`src/rtl/urv_trap_ctrl.sv`:
```
// Machine-mode trap controller: owns mstatus/mie/mip/mepc/mcause and sequences
// trap entry (exceptions, interrupts) and MRET return alongside the execute stage.
module urv_trap_ctrl #(
    parameter logic [31:0] TRAP_VECTOR    = 32'h0000_0008,
    parameter int unsigned HOLDOFF_CYCLES = 2
) (
    input  logic        clk_i,
    input  logic        rst_i,
    input  logic        x_stall_i,
    input  logic        x_kill_i,
    input  logic        x_valid_i,
    input  logic [31:0] x_pc_i,
    input  logic        x_exception_i,
    input  logic [3:0]  x_exception_cause_i,
    input  logic        x_is_mret_i,
    input  logic        d_is_csr_i,
    input  logic [11:0] d_csr_sel_i,
    input  logic [31:0] x_csr_write_value_i,
    input  logic        irq_i,
    input  logic        timer_tick_i,
    output logic [31:0] csr_mstatus_o,
    output logic [31:0] csr_mip_o,
    output logic [31:0] csr_mie_o,
    output logic [31:0] csr_mepc_o,
    output logic [31:0] csr_mcause_o,
    output logic        x_trap_o,
    output logic [31:0] x_trap_pc_o,
    output logic        x_mret_o
);

    localparam logic [11:0] CsrMstatus = 12'h300;
    localparam logic [11:0] CsrMie     = 12'h304;
    localparam logic [11:0] CsrMepc    = 12'h341;
    localparam logic [11:0] CsrMcause  = 12'h342;
    localparam logic [3:0]  HoldoffLd  = 4'(HOLDOFF_CYCLES - 1);

    typedef enum logic [0:0] {StRun, StHoldoff} state_e;

    state_e      state_q, state_d;
    logic [3:0]  cnt_q, cnt_d;
    logic        status_mie_q, status_mie_d;
    logic        status_mpie_q, status_mpie_d;
    logic        mie_mtie_q, mie_mtie_d;
    logic        mie_meie_q, mie_meie_d;
    logic        mtip_q, mtip_d;
    logic        meip_q;
    logic [31:0] mepc_q, mepc_d;
    logic        mcause_int_q, mcause_int_d;
    logic [3:0]  mcause_code_q, mcause_code_d;

    logic commit, ext_req, tmr_req, int_req;
    logic take_exc, take_int, take_trap, take_mret, csr_we;

    // Reset also masks commit so no trap or MRET is signalled during a reset cycle.
    assign commit    = x_valid_i & ~x_stall_i & ~x_kill_i & ~rst_i;
    assign ext_req   = meip_q & mie_meie_q;
    assign tmr_req   = mtip_q & mie_mtie_q;
    assign int_req   = status_mie_q & (ext_req | tmr_req);
    assign take_exc  = commit & x_exception_i;
    assign take_int  = commit & ~x_exception_i & int_req & (state_q == StRun);
    assign take_trap = take_exc | take_int;
    assign take_mret = commit & ~take_trap & x_is_mret_i;
    assign csr_we    = commit & ~take_trap & ~take_mret & d_is_csr_i;

    always_comb begin
        status_mie_d  = status_mie_q;
        status_mpie_d = status_mpie_q;
        mie_mtie_d    = mie_mtie_q;
        mie_meie_d    = mie_meie_q;
        mepc_d        = mepc_q;
        mcause_int_d  = mcause_int_q;
        mcause_code_d = mcause_code_q;
        state_d       = state_q;
        cnt_d         = cnt_q;

        // A new tick wins over the clear from a timer trap taken this cycle.
        mtip_d = timer_tick_i | (mtip_q & ~(take_int & ~ext_req));

        if (take_trap) begin
            mepc_d        = x_pc_i & 32'hFFFF_FFFC;
            status_mpie_d = status_mie_q;
            status_mie_d  = 1'b0;
            if (take_exc) begin
                mcause_int_d  = 1'b0;
                mcause_code_d = x_exception_cause_i;
            end else begin
                mcause_int_d  = 1'b1;
                mcause_code_d = ext_req ? 4'd11 : 4'd7;
            end
        end else if (take_mret) begin
            status_mie_d  = status_mpie_q;
            status_mpie_d = 1'b1;
        end else if (csr_we) begin
            case (d_csr_sel_i)
                CsrMstatus: begin
                    status_mie_d  = x_csr_write_value_i[3];
                    status_mpie_d = x_csr_write_value_i[7];
                end
                CsrMie: begin
                    mie_mtie_d = x_csr_write_value_i[7];
                    mie_meie_d = x_csr_write_value_i[11];
                end
                CsrMepc:   mepc_d = x_csr_write_value_i & 32'hFFFF_FFFC;
                CsrMcause: begin
                    mcause_int_d  = x_csr_write_value_i[31];
                    mcause_code_d = x_csr_write_value_i[3:0];
                end
                default: ;
            endcase
        end

        if (take_trap || take_mret) begin
            state_d = StHoldoff;
            cnt_d   = HoldoffLd;
        end else if (state_q == StHoldoff) begin
            if (cnt_q == 4'd0) begin
                state_d = StRun;
            end else begin
                cnt_d = cnt_q - 4'd1;
            end
        end
    end

    always_ff @(posedge clk_i) begin
        if (rst_i) begin
            state_q       <= StRun;
            cnt_q         <= 4'd0;
            status_mie_q  <= 1'b0;
            status_mpie_q <= 1'b0;
            mie_mtie_q    <= 1'b0;
            mie_meie_q    <= 1'b0;
            mtip_q        <= 1'b0;
            meip_q        <= 1'b0;
            mepc_q        <= 32'd0;
            mcause_int_q  <= 1'b0;
            mcause_code_q <= 4'd0;
        end else begin
            state_q       <= state_d;
            cnt_q         <= cnt_d;
            status_mie_q  <= status_mie_d;
            status_mpie_q <= status_mpie_d;
            mie_mtie_q    <= mie_mtie_d;
            mie_meie_q    <= mie_meie_d;
            mtip_q        <= mtip_d;
            meip_q        <= irq_i;
            mepc_q        <= mepc_d;
            mcause_int_q  <= mcause_int_d;
            mcause_code_q <= mcause_code_d;
        end
    end

    assign csr_mstatus_o = {24'd0, status_mpie_q, 3'd0, status_mie_q, 3'd0};
    assign csr_mie_o     = {20'd0, mie_meie_q, 3'd0, mie_mtie_q, 7'd0};
    assign csr_mip_o     = {20'd0, meip_q, 3'd0, mtip_q, 7'd0};
    assign csr_mepc_o    = mepc_q;
    assign csr_mcause_o  = {mcause_int_q, 27'd0, mcause_code_q};

    assign x_trap_o    = take_trap;
    assign x_mret_o    = take_mret;
    assign x_trap_pc_o = take_mret ? mepc_q : TRAP_VECTOR;

endmodule

```
`config.mk`:
```
export PLATFORM = sky130hd
export DESIGN_NAME = urv_trap_ctrl
export DESIGN_NICKNAME = d
export VERILOG_FILES = /design/src/rtl/urv_trap_ctrl.sv
export SDC_FILE = /design/constraint.sdc
export NUM_CORES = 1
export LEC_CHECK = 0
export ABC_CLOCK_PERIOD_IN_PS = 5600
export CAP_MARGIN = 20
export CORE_UTILIZATION = 25
export DETAILED_ROUTE_END_ITERATION = 10
export PLACE_DENSITY = 0.69
export SKIP_CTS_REPAIR_TIMING = 1
export SLEW_MARGIN = 20
export SYNTH_ARGS = -nofsm -noshare
export SYNTH_HDL_FRONTEND = slang
export SYNTH_SLANG_ARGS = --single-unit
```
`constraint.sdc`:
```
create_clock -name clk_i -period 5.6 [get_ports clk_i]
set_clock_uncertainty 0.05 [all_clocks]
set_input_delay 1.12 -clock clk_i [delete_from_list [all_inputs] [get_ports clk_i]]
set_output_delay 1.12 -clock clk_i [all_outputs]
set_load 0.01 [all_outputs]
```
==> flow_metrics.env, run 1 <==
export IMPL_outcome="finished, final reports clean"
export IMPL_grtUsageTotal_pct=12.67
export IMPL_critPathLaunch="x_kill_i"
export IMPL_ys_flop_type="dfxtp_1"
export IMPL_layout_nets=653
export IMPL_wl_per_cell_um=12.79
export IMPL_period_needed_ns=4.751
export IMPL_rsz0062_at_grt="no"
export IMPL_antenna_left=0
export IMPL_io_buffer_count=160
export IMPL_clkSinkCount=46
export IMPL_rr_worst_depth=6
export IMPL_worstPathArrival_ns=3.58
export IMPL_reg2reg_from="meip_q"
export IMPL_ios=284
export IMPL_maxCapViolCount=0
export IMPL_grt_ovfl_total=0
export IMPL_clk_pin_slew_ns=0.07
export IMPL_diodes=0
export IMPL_core_area_um2=13400
export IMPL_syn_avg_cell_area_um2=8.344
export IMPL_ys_seq_elements=46
export IMPL_final_cell_mix="clkdlybuf4s50_1, conb_1, dfxtp_1"
export IMPL_critical_path_class="input port to output port"
export IMPL_grt_start_max_net_pins=65
export IMPL_root_buffer="clkbuf_16"
export IMPL_async_reset_ff_share_pct=0
export IMPL_cp_required_ns=4.43
export IMPL_stdcell_count=739
export IMPL_fin_setup_tns_ns=0
export IMPL_power_density_nw_per_um2=167.5
export IMPL_drt_initial_drc_count=89
export IMPL_vias_per_cell=4.097
export IMPL_cts_tree="built"
export IMPL_placementRows=42
export IMPL_grt_pass1_vias=2714
export IMPL_dp_cells=731
export IMPL_drc_errors=0
export IMPL_synth_edff_count=0
export IMPL_syn_to_final_growth_pct=41.17
export IMPL_dr_pass1_iters=4
export IMPL_grt_antenna_before_repair=1
export IMPL_worstMarginPinSlew_ns=0.6561
export IMPL_syn_instance_count=417
export IMPL_r2r_setup_slack_ns=3.26
export IMPL_end_kind="output port"
export IMPL_hold_viol_final=0
export IMPL_endpoint="x_trap_pc_o[31]"
export IMPL_place_congestion=0.7850
export IMPL_cp_start_kind="input port"
export IMPL_fin_ws_ns=0.8492
export IMPL_via_count=3028
export IMPL_reg2reg_to="mcause_int_q"
export IMPL_slew_viol_final=0
export IMPL_dp_hpwl_mm=7.174
export IMPL_drive_gt1_share_pct=4.085
export IMPL_h_tree_depth=2
export IMPL_wl_mm=9.449
export IMPL_die_h_um=120.0
export IMPL_ys_warn_count=0
export IMPL_fmax_mhz=210.5
export IMPL_die_area_um2=14390
export IMPL_start_util_pct=25.97
export IMPL_setup_viol=0
export IMPL_ir_drop_uv=109.4
export IMPL_synth_area_um2=3480
export IMPL_synth_cell_type_count=41
export IMPL_power_leakage_nw=1.855
export IMPL_max_slew_margin_rel_pct=55.67
export IMPL_dpl_worst_slack_ns=0.8387
export IMPL_critPathMaxFanout=30
export IMPL_hold_path_class="register to register"
export IMPL_fp_dieW_um=120.0
export IMPL_fin_crit_sh_pct=84.84
export IMPL_grt_pass1_wl_mm=14.24
export IMPL_yosysSeqAreaShare_pct=26.47
export IMPL_layout_commonest_cell="clkdlybuf4s50_1"
export IMPL_clockBufferDepth=2
export IMPL_clock_latency_ns=0.29
export IMPL_cts_made_buffers=5
cell usage after synthesis, types with 3 or more instances:
master	count	area, um2
nand2b_1	6	37.54
o211ai_1	3	22.52
dfxtp_1	46	920.9
nand2_1	4	15.01
nor4_1	5	31.28
and2_1	30	187.7
a211oi_1	31	232.7
buf_4	128	960.9
clkbuf_1	15	56.30
nor2_1	40	150.1
a21oi_1	14	70.07
mux2i_1	33	330.3
buf_6	4	45.04
inv_1	7	26.28
nor3_1	4	20.02
o21ai_0	12	60.06
nor2b_1	3	18.77
cells by family after synthesis:
| group | count (synthesis) | synth area share (%) |
|---|---|---|
| XOR/XNOR | 2 | 0.5035 |
| AND/OR/NAND/NOR | 109 | 18.16 |
| flip-flops | 46 | 26.47 |
| multiplexers | 33 | 9.493 |
| AO/OA/AOI/OAI | 69 | 13.34 |
| adder cells (fa/ha/maj) | 1 | 0.3595 |
| other | 1 | 0.1078 |
| buffers and inverters | 156 | 31.57 |
stage by stage:
step / hold slack [ns] / util [%] / cell area (um2) / power, mW
after global placement: 0.4128 / 35.42 / 4746 / 0.4861
after detailed placement: 0.4192 / 35.42 / 4746 / 0.4867
after global routing: 0.4365 / 36.66 / 4912 / 0.8646
after floorplan: 0.4312 / - / 3930 / 0.4687
after CTS: 0.4303 / 36.66 / 4912 / 0.8411
final: 0.4250 / 36.66 / 4912 / 0.8226
flip-flops by register name, summed over array words and instances (netlist names):
register,flops
mtip_q,1
status_mpie_q,1
cnt_q,4
meip_q,1
mcause_code_q,4
mie_mtie_q,1
mie_meie_q,1
status_mie_q,1
mcause_int_q,1
state_q,1
csr_mepc_o,30
worst min-delay path by stage:
stage / start / end / slack, ns / cells past startpoint
2_1_floorplan: mtip_q / mtip_q / 0.43 / 2
3_3_place_gp: mcause_code_q[1] / mcause_code_q[1] / 0.41 / 2
3_5_place_dp: mcause_code_q[1] / mcause_code_q[1] / 0.42 / 2
4_1_cts: mcause_code_q[1] / mcause_code_q[1] / 0.43 / 2
5_1_grt: mcause_code_q[1] / mcause_code_q[1] / 0.44 / 2
6_report: mcause_code_q[1] / mcause_code_q[1] / 0.43 / 2
metal layers:
layer	up-vias	share of wire (%)	global-route usage, %	routed length, um
met4	2	1.3	3.828	123
li1	1467	-	-	-
met5	-	0.14	0	13
met2	163	48	21.44	4501
met1	1386	42	15.17	3986
met3	10	8.7	3.992	824
power by group:
part | switching, mW | leakage (nW) | total (mW) | internal (mW)
Combinational | 0.0723 | 1.41 | 0.144 | 0.0717
Clock | 0.132 | 0.0771 | 0.343 | 0.211
Sequential | 0.00409 | 0.372 | 0.336 | 0.332
final cells by class:
type / instances / area, um2
fillers: 1430 / 8488
multi-input cells: 335 / 1917
repair buffers: 167 / 1662
flip-flops and latches: 46 / 920.9
well taps: 176 / 220.2
clock buffers: 6 / 128.9
clock inverters: 2 / 37.54
inverters: 7 / 26.28
critical path, stage by stage:
cell             delay, ns
clkdlybuf4s50_1       0.45
or4b_1                0.59
nor4_2                0.47
buf_12                0.24
and2_1                0.14
clkdlybuf4s50_1       0.55
Note: power is estimated with default switching activity, not from simulation.
==> run 2, diff against run 1 <==
--- a/config.mk
+++ b/config.mk
@@ -5,7 +5,7 @@
 export SDC_FILE = /design/constraint.sdc
 export NUM_CORES = 1
 export LEC_CHECK = 0
-export ABC_CLOCK_PERIOD_IN_PS = 5600
+export ABC_CLOCK_PERIOD_IN_PS = 4800
 export CAP_MARGIN = 20
 export CORE_UTILIZATION = 25
 export DETAILED_ROUTE_END_ITERATION = 10
==> constraint.sdc (replaced) <==
create_clock -name clk_i -period 4.8 [get_ports clk_i]
set_clock_uncertainty 0.05 [all_clocks]
set_input_delay 0.96 -clock clk_i [delete_from_list [all_inputs] [get_ports clk_i]]
set_output_delay 0.96 -clock clk_i [all_outputs]
set_load 0.01 [all_outputs]
==> run 2 against run 1 <==
Effect of this change: critical path type unchanged; utilization increased by 0.075 points; register-to-register slack got worse by 0.81 ns; worst setup slack worse by 0.35 ns; hold slack improved by 0.0029 ns; non-clock buffer count grew 1; first-iteration DRC count shrank 5.6%; largest power group unchanged; sequential share of layout area about the same; largest cell class unchanged; die area did not move.
==> flow_metrics.env, run 2 (same netlist as run 1, synthesis figures left out) <==
export IMPL_outcome="finished, final reports clean"
export IMPL_die_area_um2=14390
export IMPL_postLayoutCellArea_um2=4922
export IMPL_fin_ws_ns=0.4965
export IMPL_critPathMaxFanout=32
export IMPL_layout_commonest_cell="clkdlybuf4s50_1"
export IMPL_via_count=2979
export IMPL_ios=284
export IMPL_core_area_um2=13400
export IMPL_start_util_pct=25.97
export IMPL_largest_register_ffs=30
export IMPL_wl_per_cell_um=12.86
export IMPL_cts_tree="built"
export IMPL_hold_viol_final=0
export IMPL_grt_start_max_net_pins=65
export IMPL_clock_latency_ns=0.28
export IMPL_worstMarginPinSlew_ns=0.6427
export IMPL_wl_mm=9.519
export IMPL_p_seq_share_pct=40.6
export IMPL_syn_to_final_growth_pct=41.46
export IMPL_dp_hpwl_mm=7.285
export IMPL_r2r_setup_slack_ns=2.45
export IMPL_placed_area_um2=4753
export IMPL_grt_ovfl_total=0
export IMPL_cts_made_buffers=5
export IMPL_dp_cells=732
export IMPL_critical_path_class="input port to output port"
export IMPL_dpl_worst_slack_ns=0.4860
export IMPL_path_common_cell="clkdlybuf4s50_1"
export IMPL_setup_viol=0
export IMPL_drc_errors=0
export IMPL_fmax_mhz=232.4
export IMPL_drt_initial_drc_count=84
export IMPL_worstSetupPathDepth=6
export IMPL_reg2reg_to="mcause_int_q"
export IMPL_fin_crit_sh_pct=89.66
export IMPL_switching_share_pct=25.57
export IMPL_die_h_um=120.0
export IMPL_diodes=0
export IMPL_maxCapViolCount=0
export IMPL_combPwrFrac_pct=17.4
export IMPL_clk_pin_slew_ns=0.07
export IMPL_clkSinkCount=46
export IMPL_hold_path_depth=2
export IMPL_h_tree_depth=2
export IMPL_placementRows=42
export IMPL_antenna_left=0
export IMPL_grtUsageTotal_pct=12.70
export IMPL_grt_antenna_before_repair=0
export IMPL_stdcell_count=740
export IMPL_dr_pass1_iters=4
export IMPL_cp_required_ns=3.79
export IMPL_internal_power_mw=0.7177
export IMPL_rsz0062_at_grt="no"
export IMPL_cp_buffers_inverters=3
export IMPL_power_density_nw_per_um2=195.9
export IMPL_crit_chain="clkdlybuf4s50_1 > or4b_1 > nor4_2 > buf_12 > and2_1 > clkdlybuf4s50_1"
export IMPL_max_slew_margin_rel_pct=56.57
export IMPL_critical_path_max_stage_delay_ns=0.60
export IMPL_fin_setup_tns_ns=0
export IMPL_ir_drop_uv=146.9
export IMPL_rr_worst_depth=6
export IMPL_grt_pass1_vias=2644
export IMPL_grt_pass1_wl_mm=14.46
export IMPL_worstPathArrival_ns=3.29
export IMPL_fp_dieW_um=120.0
export IMPL_reg2reg_from="status_mie_q"
export IMPL_hold_end="mcause_code_q[1]"
export IMPL_layout_nets=654
export IMPL_hold_path_class="register to register"
export IMPL_clockBufferDepth=2
export IMPL_io_buffer_count=160
export IMPL_final_cell_mix="clkdlybuf4s50_1, conb_1, dfxtp_1"
export IMPL_drive_gt1_share_pct=4.433
export IMPL_p_clk_share_pct=41.9
export IMPL_crit_family="buffers and inverters"
export IMPL_vias_per_cell=4.026
export IMPL_place_congestion=0.7972
export IMPL_end_kind="output port"
export IMPL_period_needed_ns=4.304
export IMPL_cp_start_kind="input port"
export IMPL_root_buffer="clkbuf_16"
export IMPL_p_sw_mw=0.2466
export IMPL_slew_viol_final=0
export IMPL_power_leakage_nw=1.868
export IMPL_crit_path_top_delay_cell="or4b_1"
export IMPL_hp_start="mcause_code_q[1]"
[run 2: changes by cell type in the layout (fill, tap and decap cells not counted), sizes merged]
cell,delta
clkbuf,-1
clkinv,+1
buf,+1
inv,+1
clkinvlp,-1
[run 2: area by class of cell]
cell class / instances / area, um2
clock buffers: 5 / 125.1
clock inverters: 3 / 43.79
fillers: 1425 / 8478
inverters: 7 / 26.28
multi-input cells: 335 / 1917
flip-flops and latches: 46 / 920.9
well taps: 176 / 220.2
repair buffers: 168 / 1669
[run 2: worst max-delay path by stage]
| stage | from | to |
|---|---|---|
| floorplan | x_kill_i | x_trap_pc_o[22] |
| global placement | x_kill_i | x_trap_pc_o[31] |
| detailed placement | x_kill_i | x_trap_pc_o[31] |
| CTS | x_kill_i | x_trap_pc_o[31] |
| global route | x_kill_i | x_trap_pc_o[12] |
| finish | x_kill_i | x_trap_pc_o[31] |
[run 2: power groups by stage]
stage	Clock (mW)	Sequential (mW)	Combinational, mW
2_1_floorplan	0	0.401	0.146
3_3_place_gp	0	0.401	0.167
3_5_place_dp	0	0.401	0.168
4_1_cts	0.422	0.392	0.168
5_1_grt	0.445	0.393	0.183
6_report	0.404	0.392	0.168
[run 2: per-layer routing]
layer	vias up	wire, um	GRT usage (%)	part of all wire, %
met5	-	0	0	0
met1	1349	4073	16.19	43
li1	1467	-	-	-
met2	159	4555	21.30	48
met3	4	831	3.565	8.7
met4	0	59	2.344	0.62
[run 2: worst register-to-register path, delay by kind of cell (launching register included)]
kind,cells,cell delay [ns]
DFF,1,0.37
buffers and inverters,1,0.58
AOI/OAI and AO/OA,3,0.83
and+or+nand+nor,2,0.46
[run 2: stage by stage]
stage               util [%]  power, mW  hold WS (ns)
global placement       35.47     0.5676        0.4145
floorplan                  -     0.5469        0.4312
global route           36.73      1.020        0.4625
finish                 36.73     0.9643        0.4279
CTS                    36.73     0.9817        0.4315
detailed placement     35.47     0.5681        0.4187
==> run 3, diff against run 2 <==
--- a/config.mk
+++ b/config.mk
@@ -7,8 +7,10 @@
 export LEC_CHECK = 0
 export ABC_CLOCK_PERIOD_IN_PS = 4800
 export CAP_MARGIN = 20
+export CORE_MARGIN = 4
 export CORE_UTILIZATION = 25
 export DETAILED_ROUTE_END_ITERATION = 10
+export MAX_ROUTING_LAYER = met4
 export PLACE_DENSITY = 0.69
 export SKIP_CTS_REPAIR_TIMING = 1
 export SLEW_MARGIN = 20
==> run 3 against run 2 <==
Effect of this change: clock power shrank 5.7%; critical path depth is the same; combinational power is essentially flat; utilization shrank 0.29 points; first-iteration DRC count grew 26%; non-clock buffer count is the same; global-route usage shrank 0.31 points; critical path type unchanged.
==> flow_metrics.env, run 3 (same netlist as run 1, synthesis figures left out) <==
export IMPL_stdcell_count=740
export IMPL_drt_initial_drc_count=106
export IMPL_reg2reg_from="meip_q"
export IMPL_clk_pin_slew_ns=0.07
export IMPL_place_congestion=0.7592
export IMPL_hold_viol_final=0
export IMPL_clock_latency_ns=0.29
export IMPL_layout_nets=654
export IMPL_cp_required_ns=3.79
export IMPL_postLayoutCellArea_um2=4902
export IMPL_slew_viol_final=0
export IMPL_placementRows=42
export IMPL_cts_made_buffers=5
export IMPL_grt_pass1_wl_mm=15.32
export IMPL_drive_gt1_share_pct=4.433
export IMPL_rsz0062_at_grt="no"
export IMPL_period_needed_ns=4.357
export IMPL_root_buffer="clkbuf_16"
export IMPL_via_count=3033
export IMPL_largest_register_ffs=30
export IMPL_critical_path_class="input port to output port"
export IMPL_fin_setup_tns_ns=0
export IMPL_drc_errors=0
export IMPL_clockBufferDepth=2
export IMPL_die_area_um2=15870
export IMPL_final_cell_mix="clkdlybuf4s50_1, conb_1, dfxtp_1"
export IMPL_power_mw=0.9418
export IMPL_layout_commonest_cell="clkdlybuf4s50_1"
export IMPL_fill_cells=1423
export IMPL_setup_viol=0
export IMPL_clkSinkCount=46
export IMPL_fp_dieW_um=126.0
export IMPL_fmax_mhz=229.5
export IMPL_die_h_um=126.0
export IMPL_critPathMaxFanout=32
export IMPL_core_area_um2=13450
export IMPL_antenna_left=0
export IMPL_worstMarginPinSlew_ns=0.6499
export IMPL_syn_to_final_growth_pct=40.88
export IMPL_cp_start_kind="input port"
export IMPL_outcome="finished, final reports clean"
export IMPL_wl_mm=10.17
export IMPL_max_slew_margin_rel_pct=56.09
export IMPL_ir_drop_uv=137.5
export IMPL_crit_path_top_delay_cell="or4b_1"
export IMPL_grtUsageTotal_pct=12.39
export IMPL_hp_start="mcause_code_q[0]"
export IMPL_grt_start_max_net_pins=65
export IMPL_cts_tree="built"
export IMPL_grt_antenna_before_repair=0
export IMPL_maxCapViolCount=0
export IMPL_io_buffer_count=160
export IMPL_worstPathArrival_ns=3.35
export IMPL_critical_path_max_stage_delay_ns=0.60
export IMPL_dp_cells=732
export IMPL_start_util_pct=25.86
export IMPL_end_kind="output port"
export IMPL_hold_path_class="register to register"
export IMPL_h_tree_depth=2
export IMPL_dr_pass1_iters=4
export IMPL_critPathLaunch="x_kill_i"
export IMPL_ios=284
export IMPL_power_density_nw_per_um2=192.1
export IMPL_path_common_cell="clkdlybuf4s50_1"
export IMPL_dp_hpwl_mm=8.006
export IMPL_grt_ovfl_total=0
export IMPL_power_leakage_nw=1.861
export IMPL_vias_per_cell=4.099
export IMPL_wl_per_cell_um=13.74
export IMPL_fin_crit_sh_pct=90.78
export IMPL_grt_pass1_vias=2877
export IMPL_placed_area_um2=4741
export IMPL_diodes=0
export IMPL_crit_chain="clkdlybuf4s50_1 > or4b_1 > nor4_2 > buf_4 > and2_1 > clkdlybuf4s50_1"
run 3: cell count changes in the layout (fill, tap and decap cells not counted), sizes merged:
cell / delta
inv: -1
bufinv: -1
clkbuf: +2
run 3: cell type report:
| type | count | area [um2] | area share [%] |
|---|---|---|---|
| Clock buffer | 7 | 152.6 | 3.114 |
| Clock inverter | 1 | 8.758 | 0.1787 |
| Timing Repair Buffer | 168 | 1657 | 33.79 |
| Sequential cell | 46 | 920.9 | 18.79 |
| Multi-Input combinational cell | 335 | 1917 | 39.10 |
| Inverter | 7 | 26.28 | 0.5360 |
| Tap cell | 176 | 220.2 | 4.492 |
run 3: layer usage:
metal | vias to the layer above | track usage (%) | routed length [um]
li1 | 1473 | - | -
met1 | 1386 | 15.14 | 4306
met2 | 164 | 19.78 | 4816
met3 | 10 | 4.318 | 935
met4 | 0 | 2.776 | 110
met5 | - | - | 0
run 3: final timing paths:
check                      to  slack, ns  depth (start not counted)
max reg2reg      mcause_int_q       2.49                          6
min          mcause_code_q[0]       0.43                          2
min reg2reg  mcause_code_q[0]       0.43                          2
max           x_trap_pc_o[17]       0.44                          6
run 3: metrics by stage:
stage | utilization (%) | worst slack [ns] | hold WS [ns]
after CTS | 36.44 | 0.3803 | 0.4349
after global routing | 36.44 | 0.2450 | 0.4465
after floorplan | - | 1.247 | 0.4312
final | 36.44 | 0.4427 | 0.4301
after detailed placement | 35.24 | 0.3917 | 0.4242
after global placement | 35.24 | 0.3944 | 0.4156
run 3: where the power goes:
part / total (mW) / internal (mW) / switching [mW] / leakage, nW
Sequential: 0.392 / 0.387 / 0.00455 / 0.372
Clock: 0.381 / 0.223 / 0.158 / 0.0801
Combinational: 0.169 / 0.0834 / 0.0854 / 1.41
run 3: critical path, delay by kind of cell:
family,cells,cell delay (ns)
buffers and inverters,3,1.33
AND/OR/NAND/NOR,3,1.04
